**src/rtl/hazard_ctrl.sv**
```systemverilog
// -----------------------------------------------------------------------------
// hazard_ctrl
//   Pipeline sequencer for the 5-stage MIPS core. It sits beside the IF/ID and
//   ID/EX pipeline registers and does three things:
//     - detects load-use hazards and inserts a single-cycle bubble,
//     - flushes the front end on a taken branch resolved in EX,
//     - freezes the front end while a multi-cycle EX op (mult/div) runs.
//   It also keeps a saturating count of the cycles in which the PC was frozen.
//
// Parameters
//   MC_CYCLES  total EX-stage cycles of a multi-cycle op (>= 2)
//   CNT_W      width of the stall-cycle counter
//
// Ports
//   Clk_in             clock, all state updates on the rising edge
//   Reset_n_in         asynchronous active-low reset
//   IFID_rs_in/rt_in   source register fields of the instruction in ID
//   IFID_UsesRs/Rt_in  ID instruction actually reads rs / rt
//   IDEX_MemRead_in    instruction in EX is a load
//   IDEX_rt_in         destination register of that load
//   IDEX_MultiCycle_in instruction in EX is a multi-cycle op
//   BranchTaken_in     branch in EX resolved taken this cycle
//   PCWrite_out        PC may update
//   IFIDWrite_out      IF/ID may load
//   IFIDFlush_out      IF/ID loads a NOP
//   IDEXBubble_out     ID/EX loads all-zero control fields
//   IDEXHold_out       ID/EX keeps its contents
//   StallCount_out     saturating count of cycles with PCWrite_out low
//   Busy_out           sequencer is waiting on a multi-cycle op
// -----------------------------------------------------------------------------
module hazard_ctrl #(
   parameter int MC_CYCLES = 4,
   parameter int CNT_W     = 16
) (
   input  logic             Clk_in,
   input  logic             Reset_n_in,
   input  logic [4:0]       IFID_rs_in,
   input  logic [4:0]       IFID_rt_in,
   input  logic             IFID_UsesRs_in,
   input  logic             IFID_UsesRt_in,
   input  logic             IDEX_MemRead_in,
   input  logic [4:0]       IDEX_rt_in,
   input  logic             IDEX_MultiCycle_in,
   input  logic             BranchTaken_in,
   output logic             PCWrite_out,
   output logic             IFIDWrite_out,
   output logic             IFIDFlush_out,
   output logic             IDEXBubble_out,
   output logic             IDEXHold_out,
   output logic [CNT_W-1:0] StallCount_out,
   output logic             Busy_out
);

   localparam int MCW = $clog2(MC_CYCLES);

   localparam logic [0:0] RUN     = 1'b0;
   localparam logic [0:0] MC_BUSY = 1'b1;

   // mc_cnt holds the number of MC_BUSY cycles still to run, including the
   // current one. The RUN detect cycle accounts for one EX cycle and the last
   // EX cycle overlaps the first RUN cycle afterwards, so MC_BUSY lasts
   // MC_CYCLES-2 cycles and the whole freeze is MC_CYCLES-1 cycles.
   localparam logic [MCW-1:0] MC_LOAD = MCW'(MC_CYCLES - 2);

   logic [0:0]       state_q, state_d;
   logic [MCW-1:0]   mc_cnt_q, mc_cnt_d;
   logic             done_q, done_d;
   logic [CNT_W-1:0] stall_q, stall_d;

   logic load_use;
   logic pc_write, ifid_write, ifid_flush, idex_bubble, idex_hold, busy;

   assign load_use = IDEX_MemRead_in && (IDEX_rt_in != 5'd0) &&
                     ((IFID_UsesRs_in && (IDEX_rt_in == IFID_rs_in)) ||
                      (IFID_UsesRt_in && (IDEX_rt_in == IFID_rt_in)));

   always_comb begin
      state_d     = state_q;
      mc_cnt_d    = mc_cnt_q;
      done_d      = 1'b0;
      pc_write    = 1'b1;
      ifid_write  = 1'b1;
      ifid_flush  = 1'b0;
      idex_bubble = 1'b0;
      idex_hold   = 1'b0;
      busy        = 1'b0;
      case (state_q)
         RUN: begin
            if (BranchTaken_in) begin
               ifid_flush  = 1'b1;
               idex_bubble = 1'b1;
            end else if (IDEX_MultiCycle_in && !done_q) begin
               // done_q masks the op that just finished and is still held in EX
               pc_write   = 1'b0;
               ifid_write = 1'b0;
               idex_hold  = 1'b1;
               if (MC_CYCLES == 2) begin
                  // the detect cycle alone covers the op
                  done_d = 1'b1;
               end else begin
                  state_d  = MC_BUSY;
                  mc_cnt_d = MC_LOAD;
               end
            end else if (load_use) begin
               pc_write    = 1'b0;
               ifid_write  = 1'b0;
               idex_bubble = 1'b1;
            end
         end
         MC_BUSY: begin
            pc_write   = 1'b0;
            ifid_write = 1'b0;
            idex_hold  = 1'b1;
            busy       = 1'b1;
            if (mc_cnt_q <= MCW'(1)) begin
               state_d  = RUN;
               mc_cnt_d = '0;
               done_d   = 1'b1;
            end else begin
               mc_cnt_d = mc_cnt_q - 1'b1;
            end
         end
         default: begin
            state_d  = RUN;
            mc_cnt_d = '0;
         end
      endcase
   end

   assign stall_d = (!pc_write && (stall_q != {CNT_W{1'b1}})) ? stall_q + 1'b1 : stall_q;

   always_ff @(posedge Clk_in or negedge Reset_n_in) begin
      if (!Reset_n_in) begin
         state_q  <= RUN;
         mc_cnt_q <= '0;
         done_q   <= 1'b0;
         stall_q  <= '0;
      end else begin
         state_q  <= state_d;
         mc_cnt_q <= mc_cnt_d;
         done_q   <= done_d;
         stall_q  <= stall_d;
      end
   end

   // While reset is held the registers are already cleared, but live inputs
   // could still look like a hazard, so the outputs are forced to free-run.
   assign PCWrite_out    = pc_write    | ~Reset_n_in;
   assign IFIDWrite_out  = ifid_write  | ~Reset_n_in;
   assign IFIDFlush_out  = ifid_flush  & Reset_n_in;
   assign IDEXBubble_out = idex_bubble & Reset_n_in;
   assign IDEXHold_out   = idex_hold   & Reset_n_in;
   assign Busy_out       = busy        & Reset_n_in;
   assign StallCount_out = stall_q;

endmodule

```
**config.mk**
```make
export PLATFORM = sky130hd
export DESIGN_NAME = hazard_ctrl
export DESIGN_NICKNAME = d
export VERILOG_FILES = /design/src/rtl/hazard_ctrl.sv
export SDC_FILE = /design/constraint.sdc
export NUM_CORES = 1
export LEC_CHECK = 0
export CORE_ASPECT_RATIO = 2
export CORE_MARGIN = 2
export CORE_UTILIZATION = 30
export DETAILED_ROUTE_END_ITERATION = 6
export SYNTH_ARGS = -nofsm -noshare
export SYNTH_HDL_FRONTEND = slang
export SYNTH_SLANG_ARGS = --single-unit
```
**constraint.sdc**
```tcl
create_clock -name Clk_in -period 2.18 [get_ports Clk_in]
set_clock_uncertainty 0.2 [all_clocks]
set_input_delay 0.327 -clock Clk_in [delete_from_list [all_inputs] [get_ports Clk_in]]
set_output_delay 0.327 -clock Clk_in [all_outputs]
set_load 0.01 [all_outputs]
```
# Yosys cells after proc, flatten, opt, wreduce, memory -nomap -nowiden
# Cells that the tools add are included.
[totals] regBits=20 inputBits=22 output_inout_bits=22 word_cells=52
[op_classes] addsub=2 order_cmp=1 n_eq_ne=5 muxes=22 bitwise=7 n_reduce_logical=11
[op_table] cell="$add A16 B1 Y16 const B" count=1
[op_table] cell="$ne A16 B16 Y1 const B" count=1
[op_table] cell="$mux W1" count=15
[op_table] cell="$eq A5 B5 Y1" count=2
[op_table] cell="$logic_and A1 B1 Y1" count=6
[op_table] cell="$mux W2" count=3
[op_table] cell="$pmux W1 S2" count=3
[op_table] cell="$reduce_bool A5 Y1" count=1
[op_table] cell="$and A1 B1 Y1" count=4
[op_table] cell="$ne A2 B2 Y1 const B" count=2
[op_table] cell="$pmux W2 S2" count=1
[op_table] cell="$le A2 B1 Y1 const B" count=1
[op_table] cell="$logic_not A1 Y1" count=2
[op_table] cell="$not A1 Y1" count=2
[op_table] cell="$reduce_and A2 Y1" count=1
[op_table] cell="$sub A2 B1 Y2 const B" count=1
[op_table] cell="$logic_or A1 B1 Y1" count=1
[op_table] cell="$or A1 B1 Y1" count=1

# Depth between registers and ports, before layout
# Gate-level depths: netlist of run 1.
[logic_depth] word_depth=10 mapped_depth=9

# Worst setup path after synthesis of run 1
# No wires, ideal clock.
[synth_timing] path_kind="in2out" from="input port IDEX_rt_in[1]" to="output port PCWrite_out" t_arrival_ns=1.611 required_ns=1.653 path_slack_ns=0.042 path_stages=7 n_path_buf=1 path_cell_list="or4_1 o21ai_1 nor2b_1 a21oi_1 nor2_1 o21ai_1 buf_4"
[synth_via] elab_chain_len=9
[synth_rtl] element="start, declared" line="42" text="input logic [4:0] IDEX_rt_in,"
[synth_rtl] element="$eq A5 B5 Y1, on equally long branches" line="74, 75"
[synth_rtl] element="$logic_and A1 B1 Y1, on equally long branches" line="74, 75"
[synth_rtl] element="$logic_or A1 B1 Y1" line="74" text="((IFID_UsesRs_in && (IDEX_rt_in == IFID_rs_in)) ||"
[synth_rtl] element="$logic_and A1 B1 Y1 (*)" line="73" text="assign load_use = IDEX_MemRead_in && (IDEX_rt_in != 5'd0) &&"
[synth_rtl] element="$mux W1 (*) (3 in a row)"
[synth_rtl] element="$pmux W1 S2 (*)"
[synth_rtl] element="$or A1 B1 Y1 (*)"
[synth_rtl] element="end, declared" line="45" text="output logic PCWrite_out,"
# Mark *: on every way between the ends. The rest lies on a longest branch, timed or not.

# Final worst setup path of run 1
[layout_timing] from="input port IDEX_rt_in[3]" to="output port IFIDWrite_out"
[layout_via] elab_chain_len=9
[layout_rtl] element="$eq A5 B5 Y1, on equally long branches" line="74, 75"
[layout_rtl] element="$logic_and A1 B1 Y1, on equally long branches" line="74, 75"
[layout_rtl] element="$logic_or A1 B1 Y1" line="74"
[layout_rtl] element="$logic_and A1 B1 Y1 (*)" line="73"
[layout_rtl] element="$mux W1 (*)" line="104" text="end else if (load_use) begin"
[layout_rtl] element="$mux W1 (*)" line="92" text="end else if (IDEX_MultiCycle_in && !done_q) begin"
[layout_rtl] element="$mux W1 (*)" line="89" text="if (BranchTaken_in) begin"
[layout_rtl] element="$pmux W1 S2 (*)" line="87" text="case (state_q)"
[layout_rtl] element="$or A1 B1 Y1 (*)" line="149" text="assign IFIDWrite_out = ifid_write | ~Reset_n_in;"
[layout_rtl] element="end, declared" line="46" text="output logic IFIDWrite_out,"
# Marks and branches as above.

==> run metrics, run 1 <==
Worst Setup Start Kind input pin; adder-cell share of the synthesized area 0.0114; worst path required time 1650 ps; setup TNS 0 ps; Post-Synth Simple-Gate Area 0.232; TritonRoute pass-1 iters 4; critical path data arrival time 1630 ps; worst hold-check path type in -> async; Tot GR Track Use 0.162; commonest non-fill, non-tap cell in the layout buf_4; Root Driver clkbuf_8; multiplexer share of the synthesized area 0.0103; Seq/Total Area, Yosys 0.457; vias in the first global route 1116; Starting Density 0.307; PortBufs 43; xor/xnor cell area share of the yosys netlist 0.200; clk buf depth 2; Final Wtd Congestion 0.738; Final #Nets 202; area of the multi-input gates 611 um2; Fillers 327; largest family of logic cells by synthesized area simple AND/OR/NAND/NOR gates; RSZ-0062 raised after global routing true; Post-Route M1 WL 1100 um; total power 0.00168 W; largest net degree at the start of global routing 13; Mapped Cells 110; most frequent cells in the layout buf_4, xnor2_1, clkdlybuf4s50_1; Seq. cell area 500 um2; post-synth top area share 0.457; Worst Setup SP IDEX_rt_in[3]; P_int 0.00112 W; metal2 WL 1770 um; maximum clock frequency 463 MHz; total of max-cap violations 0; Layout area overhead 67.8%; via count 1082; clock-pin slew on the worst setup and hold paths 70 ps; number of flops mapped to enable cells by yosys 0; Comb pwr share 0.441; H-tree levels 1; Async SR Flop Fraction 1.00; Die W 46.7 um; initial antenna violation count 0; peak supply drop 0.492 mV; Avg WL per Cell 13.6 um; Mapped Area 1100 um2; Met3 Wirelength 153 um; Remaining Overflow, GRT 0; #FFs+latches synth 20; Ys Warns 0; P_sw 0.000561 W; kind of critical path in -> out; Core Region 3570 um2; Yosys cell types 28; chip height 89.5 um; dpl cell area 1710 um2; status finished, final reports clean; post-route ant nets 0; worst r2r src StallCount_out[8]; clock sink count 20; syn_nets 133; global-route wire length before repair 4860 um; latest clock arrival within the worst-skew pair 260 ps; Top Metal Used met4; Initial DRC Count 8; Site Rows 31; Relative slew margins 0.782; Reg power frac 0.338; Worst-Margin Slew 325 ps; Post-DP HPWL 2370 um; largest area contributor in the netlist dfrtp_1; Clock power frac 0.221; Leak Pwr 0.824 nW; share of layout cells above drive strength 1 0.275; Slew Limit Fails 0; die area 4180 um2; TritonCTS clock tree built; CTS Buf Count 3; Net Sw Frac 0.333; ant diodes 0; final WL 3090 um; ratio of total power to cell area 915 nW/um2; Setup crit end kind output pin; vias per std cell 4.77; Tcrit/Tclk final 0.990; Final setup viols 0; drt drc 0; Design Area, Final 1840 um2; I/O pins 44; mean post-synth cell area 9.96 um2; ys flop type dfrtp_1; Hold WS 70.0 ps; Placement Setup Slack -810 ps; Synth area leaders dfrtp_1, xnor2_1, nand4_1; final worst slack 22.2 ps; crit path time final 2160 ps; Fin. Hold Viols 0; CP Max Fanout 3; compound-cell area share of the yosys netlist 0.0594
state kept, by name (all words and copies together) (netlist names):
register        count
StallCount_out     16
mc_cnt_q            2
done_q              1
state_q             1
cell usage after synthesis (3+ instances only):
cell	count
nand2_1	12
nand4_1	8
and3_1	7
o21ai_0	3
dfrtp_1	20
a21oi_1	3
nor2_1	4
xnor2_1	23
nand3_1	4
path summary, 6_finish.rpt:
path	end	slack, ps	cells past startpoint
setup / recovery	IFIDWrite_out	20	8
hold / removal	StallCount_out[3]	70	2
setup reg to reg	StallCount_out[13]	110	8
hold reg to reg	done_q	280	1
max in group asynchronous	StallCount_out[15]	1540	2
min in group Clk_in	done_q	280	1
worst max-delay path: stages:
cell,delay [ps]
buf_8,100
or4_4,540
o21ai_4,170
nor2b_4,60
a21oi_2,90
nor2_1,40
o21ai_1,140
buf_2,160
through the flow:
| step | utilization | std cells |
|---|---|---|
| finish | 0.515 | 227 |
| CTS | 0.508 | 226 |
| global route | 0.515 | 227 |
| global placement | 0.480 | 218 |
| detailed placement | 0.480 | 218 |
| floorplan | - | 110 |
logic make-up after synthesis:
| family | Yosys count |
|---|---|
| mux | 1 |
| simple gates | 46 |
| xor+xnor | 25 |
| fa+ha+maj | 1 |
| compound gates | 11 |
| buf+inv | 6 |
| flops | 20 |
cell type report:
| type | count | area share |
|---|---|---|
| clock inverter | 1 | 0.0163 |
| clock buffer | 3 | 0.0224 |
| inverter | 2 | 0.00408 |
| sequential | 20 | 0.272 |
| timing repair buffer | 68 | 0.320 |
| multi-input combinational | 84 | 0.332 |
| tap | 49 | 0.0333 |
power by group through the flow:
stage                     Clock [W]  Sequential [W]  Combinational (W)
after floorplan                   0        0.000593           0.000310
final                      0.000372        0.000569           0.000741
after global routing       0.000402        0.000585           0.000811
after detailed placement          0        0.000569           0.000755
after CTS                  0.000382        0.000566           0.000747
after global placement            0        0.000563           0.000736
per-layer routing:
layer / vias up / global-route usage
met3: 6 / 0.0202
met2: 32 / 0.311
met1: 530 / 0.158
met5: - / 0
met4: 0 / 0.0758
li1: 514 / -
timing repair:
| action | CTS | global route |
|---|---|---|
| resized for setup | 52 | 12 |
| pin swaps | 16 | 16 |
| endpoints found under the hold margin | 0 | 0 |
| hold buffers | 0 | 0 |
| endpoints found under the setup margin | 21 | 14 |
| setup buffers | 4 | 1 |
(Power assumes the default switching activity.)
==> run 2: changes to the inputs <==
--- a/config.mk
+++ b/config.mk
@@ -9,6 +9,7 @@
 export CORE_MARGIN = 2
 export CORE_UTILIZATION = 30
 export DETAILED_ROUTE_END_ITERATION = 6
+export PLACE_DENSITY = 0.65
 export SYNTH_ARGS = -nofsm -noshare
 export SYNTH_HDL_FRONTEND = slang
 export SYNTH_SLANG_ARGS = --single-unit
==> run metrics, run 2 (same netlist as run 1, synthesis figures left out) <==
critical path data arrival time 1670 ps (was 1630 ps); Final #Nets 201 (was 202); final worst slack -15.3 ps (was 22.2 ps); global-route wire length before repair 4910 um (was 4860 um); P_int 0.00105 W (was 0.00112 W); clock-pin slew on the worst setup and hold paths 70 ps (about the same); Setup crit end kind output pin (unchanged); chip height 89.5 um (unchanged); failing checks setup timing; die area 4180 um2 (unchanged); Placement Setup Slack -883 ps (was -810 ps); CTS Buf Count 3 (unchanged); Slew Limit Fails 0 (unchanged); max FFs per register 16 (unchanged); setup TNS -30.1 ps (was 0 ps); register-to-register setup slack 70 ps (was 110 ps); Remaining Overflow, GRT 0 (unchanged); status complete, but fails checks (was finished, final reports clean); vias per std cell 4.87 (was 4.77); H-tree levels 1 (unchanged); Initial DRC Count 26 (was 8); latest clock arrival within the worst-skew pair 260 ps (about the same); Critical R2R Capture StallCount_out[8] (was StallCount_out[13]); commonest non-fill, non-tap cell in the layout buf_4 (unchanged); TritonRoute pass-1 iters 4 (unchanged); Hold WS 146 ps (was 70.0 ps); final WL 3270 um (was 3090 um); worst path required time 1650 ps (about the same); clock sink count 20 (unchanged); Worst-Margin Slew 355 ps (was 325 ps); Final setup viols 2 (was 0); Avg WL per Cell 14.5 um (was 13.6 um); vias in the first global route 1137 (was 1116); kind of critical path in -> out (unchanged); Relative slew margins 0.763 (was 0.782); P_sw 0.000561 W (about the same); Final Wtd Congestion 0.694 (was 0.738); TritonCTS clock tree built (unchanged); Layout Utilization 0.523 (was 0.515); worst r2r src StallCount_out[8] (unchanged); largest net degree at the start of global routing 17 (was 13); Reg power frac 0.349 (was 0.338); I/O pins 44 (unchanged); most frequent cells in the layout buf_4, clkdlybuf4s50_1, dfrtp_1, xnor2_1, nand2_1 (was buf_4, xnor2_1, clkdlybuf4s50_1); post-route ant nets 0 (unchanged); maximum clock frequency 456 MHz (was 463 MHz); initial antenna violation count 0 (unchanged); Clock power frac 0.173 (was 0.221); clk buf depth 2 (unchanged); Starting Density 0.307 (unchanged); Net Sw Frac 0.347 (was 0.333); ant diodes 0 (unchanged); share of layout cells above drive strength 1 0.299 (was 0.275); RSZ-0062 raised after global routing true (unchanged); PortBufs 43 (unchanged); Post-DP HPWL 2410 um (was 2370 um); Root Driver clkbuf_8 (unchanged); Tot GR Track Use 0.164 (was 0.162); Worst Setup SP IDEX_rt_in[4] (was IDEX_rt_in[3]); Fin. Hold Viols 0 (unchanged); crit path time final 2200 ps (was 2160 ps); Comb pwr share 0.478 (was 0.441); worst hold-check path type in -> async (unchanged); Core Region 3570 um2 (unchanged); Site Rows 31 (unchanged); Tcrit/Tclk final 1.01 (was 0.990); total of max-cap violations 0 (unchanged); Worst Setup Start Kind input pin (unchanged); Leak Pwr 0.833 nW (was 0.824 nW); peak supply drop 0.597 mV (was 0.492 mV); drt drc 0 (unchanged); ratio of total power to cell area 865 nW/um2 (was 915 nW/um2); via count 1100 (was 1082); Layout area overhead 70.3% (was 67.8%); CP Max Fanout 2 (was 3); CP endpoint IFIDWrite_out (unchanged); Die W 46.7 um (unchanged); path depth of the worst reg2reg path 8 (unchanged)
## run 2: cell count changes in the layout (fill, tap and decap cells not counted), moves of 2 or more
cell             before  now
xnor2_2               1    3
buf_4                24   22
xnor2_1              22   20
clkdlybuf4s15_1       3    5
## run 2: timing repair
action | in CTS | in global routing
hold endpoints to repair | 0 | 0
setup endpoints to repair | 20 | 12
resized for setup | 56 | 18
pin swaps | 18 | 15
setup buffers | 3 | 3
hold buffers | 0 | 0
## run 2: area by class of cell
| type | instances | area, um2 |
|---|---|---|
| fill | 358 | 1700 |
| tap | 49 | 61.3 |
| clock buffer | 4 | 55.1 |
| multi-input combinational | 84 | 648 |
| sequential | 20 | 500 |
| inverter | 2 | 7.51 |
| timing repair buffer | 67 | 594 |
## run 2: how the worst min path moves through the flow
stage | endpoint | startpoint
CTS | mc_cnt_q[1] | Reset_n_in
global placement | done_q | mc_cnt_q[1]
global route | done_q | Reset_n_in
detailed placement | done_q | mc_cnt_q[1]
floorplan | StallCount_out[0] | Reset_n_in
finish | mc_cnt_q[1] | Reset_n_in
## run 2: power by group through the flow
stage                     Clock, W  Combinational (W)  Sequential [W]
final                     0.000279           0.000772        0.000563
after CTS                 0.000290           0.000746        0.000561
after global placement           0           0.000723        0.000557
after detailed placement         0           0.000748        0.000565
after floorplan                  0           0.000310        0.000593
after global routing      0.000310           0.000840        0.000575
## run 2: routing by layer
metal,up-vias,GRT usage,routed length [um]
met4,0,0.0833,59
met5,-,0,0
met2,44,0.309,1880
li1,514,-,-
met3,5,0.0404,294
met1,537,0.149,1050
## run 2: per-stage QoR
step,total power (W),cell area (um2),std cells
global placement,0.00128,1700,216
detailed placement,0.00131,1700,216
global route,0.00173,1870,226
CTS,0.00160,1800,223
floorplan,0.000903,1100,110
finish,0.00161,1870,226
## run 2: worst max-delay path: stages
cell and delay (ps):
buf_8 90, or4_4 550, o21ai_4 180, nor2b_4 60, a21oi_2 100, nor2_1 60, o21ai_1 140, buf_2 150
==> run 3: changes to the inputs <==
--- a/config.mk
+++ b/config.mk
@@ -8,8 +8,10 @@
 export CORE_ASPECT_RATIO = 2
 export CORE_MARGIN = 2
 export CORE_UTILIZATION = 30
+export CTS_BUF_LIST = sky130_fd_sc_hd__clkbuf_16
 export DETAILED_ROUTE_END_ITERATION = 6
 export PLACE_DENSITY = 0.65
+export SLEW_MARGIN = 20
 export SYNTH_ARGS = -nofsm -noshare
 export SYNTH_HDL_FRONTEND = slang
 export SYNTH_SLANG_ARGS = --single-unit
==> run metrics, run 3 (same netlist as run 1, synthesis figures left out) <==
Site Rows 31 (unchanged); Worst-Margin Slew 344 ps (was 355 ps); Fin. Hold Viols 0 (unchanged); TritonRoute pass-1 iters 4 (unchanged); I/O pins 44 (unchanged); Avg WL per Cell 14.5 um (unchanged); ratio of total power to cell area 904 nW/um2 (was 865 nW/um2); TritonCTS clock tree built (unchanged); max FFs per register 16 (unchanged); RSZ-0062 raised after global routing true (unchanged); final WL 3270 um (unchanged); Tot GR Track Use 0.162 (was 0.164); Hold WS 155 ps (was 146 ps); peak supply drop 0.689 mV (was 0.597 mV); ant diodes 0 (unchanged); status complete, but fails checks (unchanged); Layout Utilization 0.531 (was 0.523); Die W 46.7 um (unchanged); total of max-cap violations 0 (unchanged); Post-DP HPWL 2410 um (unchanged); crit path time final 2230 ps (was 2200 ps); Tcrit/Tclk final 1.02 (was 1.01); maximum clock frequency 449 MHz (was 456 MHz); vias in the first global route 1151 (was 1137); critical path data arrival time 1700 ps (was 1670 ps); Starting Density 0.307 (unchanged); Placement Setup Slack -883 ps (unchanged); Relative slew margins 0.770 (was 0.763); Fillers 351 (was 358); most frequent cells in the layout buf_4, dfrtp_1, xnor2_1, clkdlybuf4s50_1, nand2_1 (was buf_4, clkdlybuf4s50_1, dfrtp_1, xnor2_1, nand2_1); global-route wire length before repair 4930 um (was 4910 um); Layout area overhead 72.7% (was 70.3%); post-route ant nets 0 (unchanged); CTS Buf Count 3 (unchanged); worst path required time 1650 ps (about the same); largest net degree at the start of global routing 17 (unchanged); share of layout cells above drive strength 1 0.294 (was 0.299); Root Driver clkbuf_16 (was clkbuf_8); Core Region 3570 um2 (unchanged); Worst Setup Start Kind input pin (unchanged); Initial DRC Count 13 (was 26); die area 4180 um2 (unchanged); Final setup viols 2 (unchanged); clock-pin slew on the worst setup and hold paths 50 ps (was 70 ps); CP Max Fanout 2 (unchanged); PortBufs 43 (unchanged); Setup crit end kind output pin (unchanged); commonest non-fill, non-tap cell in the layout buf_4 (unchanged); clock sink count 20 (unchanged); latest clock arrival within the worst-skew pair 250 ps (was 260 ps); initial antenna violation count 0 (unchanged); via count 1096 (was 1100); drt drc 0 (unchanged); number of placed cells counting well taps 216 (unchanged); Leak Pwr 0.852 nW (was 0.833 nW); Slew Limit Fails 0 (unchanged); worst hold-check path type in -> async (unchanged); final worst slack -45.1 ps (was -15.3 ps); vias per std cell 4.85 (was 4.87); Final #Nets 201 (unchanged); clk buf depth 2 (unchanged); Final Wtd Congestion 0.694 (unchanged); H-tree levels 1 (unchanged); Remaining Overflow, GRT 0 (unchanged); Seq. cell area 500 um2 (unchanged); failing checks setup timing (unchanged); kind of critical path in -> out (unchanged); area of the multi-input gates 648 um2 (unchanged); chip height 89.5 um (unchanged); Cell Count, Final, Fillers Out 226 (unchanged)
run 3: cell types whose count changed in the layout (fill, tap and decap cells not counted), sizes merged:
cell           change
dlymetal6s2s       +1
clkinv             +1
clkdlybuf4s50      -1
clkbuf             -1
run 3: final timing paths:
kind	start	to	slack, ps	depth (start not counted)
min in group Clk_in	mc_cnt_q[1]	done_q	270	1
min reg2reg	mc_cnt_q[1]	done_q	270	1
max reg2reg	StallCount_out[8]	StallCount_out[8]	80	8
max in group asynchronous	Reset_n_in	StallCount_out[14]	1220	3
min	Reset_n_in	done_q	150	2
max	IDEX_rt_in[4]	IFIDWrite_out	-50	8
run 3: critical path, cell delays in order:
cell,delay [ps]
buf_8,90
or4_4,550
o21ai_4,180
nor2b_4,60
a21oi_2,100
nor2_1,60
o21ai_1,160
buf_2,160
run 3: layout make-up:
class | instances | share of cell area
multi-input combinational | 84 | 0.342
clock buffer | 3 | 0.0397
sequential | 20 | 0.264
clock inverter | 1 | 0.00198
inverter | 2 | 0.00397
timing repair buffer | 67 | 0.315
tap | 49 | 0.0324
run 3: per-layer routing:
layer	GRT usage	part of all wire
met1	0.150	0.32
met2	0.312	0.58
met5	0	0
met4	0.0758	0.013
met3	0.0343	0.092
run 3: where the power goes:
part	switching [W]	internal (W)
sequential	0.0000885	0.000475
clock	0.000132	0.000244
combinational	0.000352	0.000418
total	0.000573	0.00114
run 3: timing repair:
item | 4_1_cts | 5_1_grt
gates cloned | 0 | 0
hold buffers | 0 | 0
gates resized for setup | 56 | 19
setup endpoints to repair | 21 | 11
buffers inserted | 3 | 3
pin swaps | 18 | 14
run 3: per-stage QoR:
stage	total power, W	cell area [um2]	setup TNS (ps)
2_1_floorplan	0.000903	1100	0
3_3_place_gp	0.00128	1700	-8340
3_5_place_dp	0.00131	1700	-8810
4_1_cts	0.00169	1820	-93.5
5_1_grt	0.00182	1890	-257
6_report	0.00171	1890	-85.9
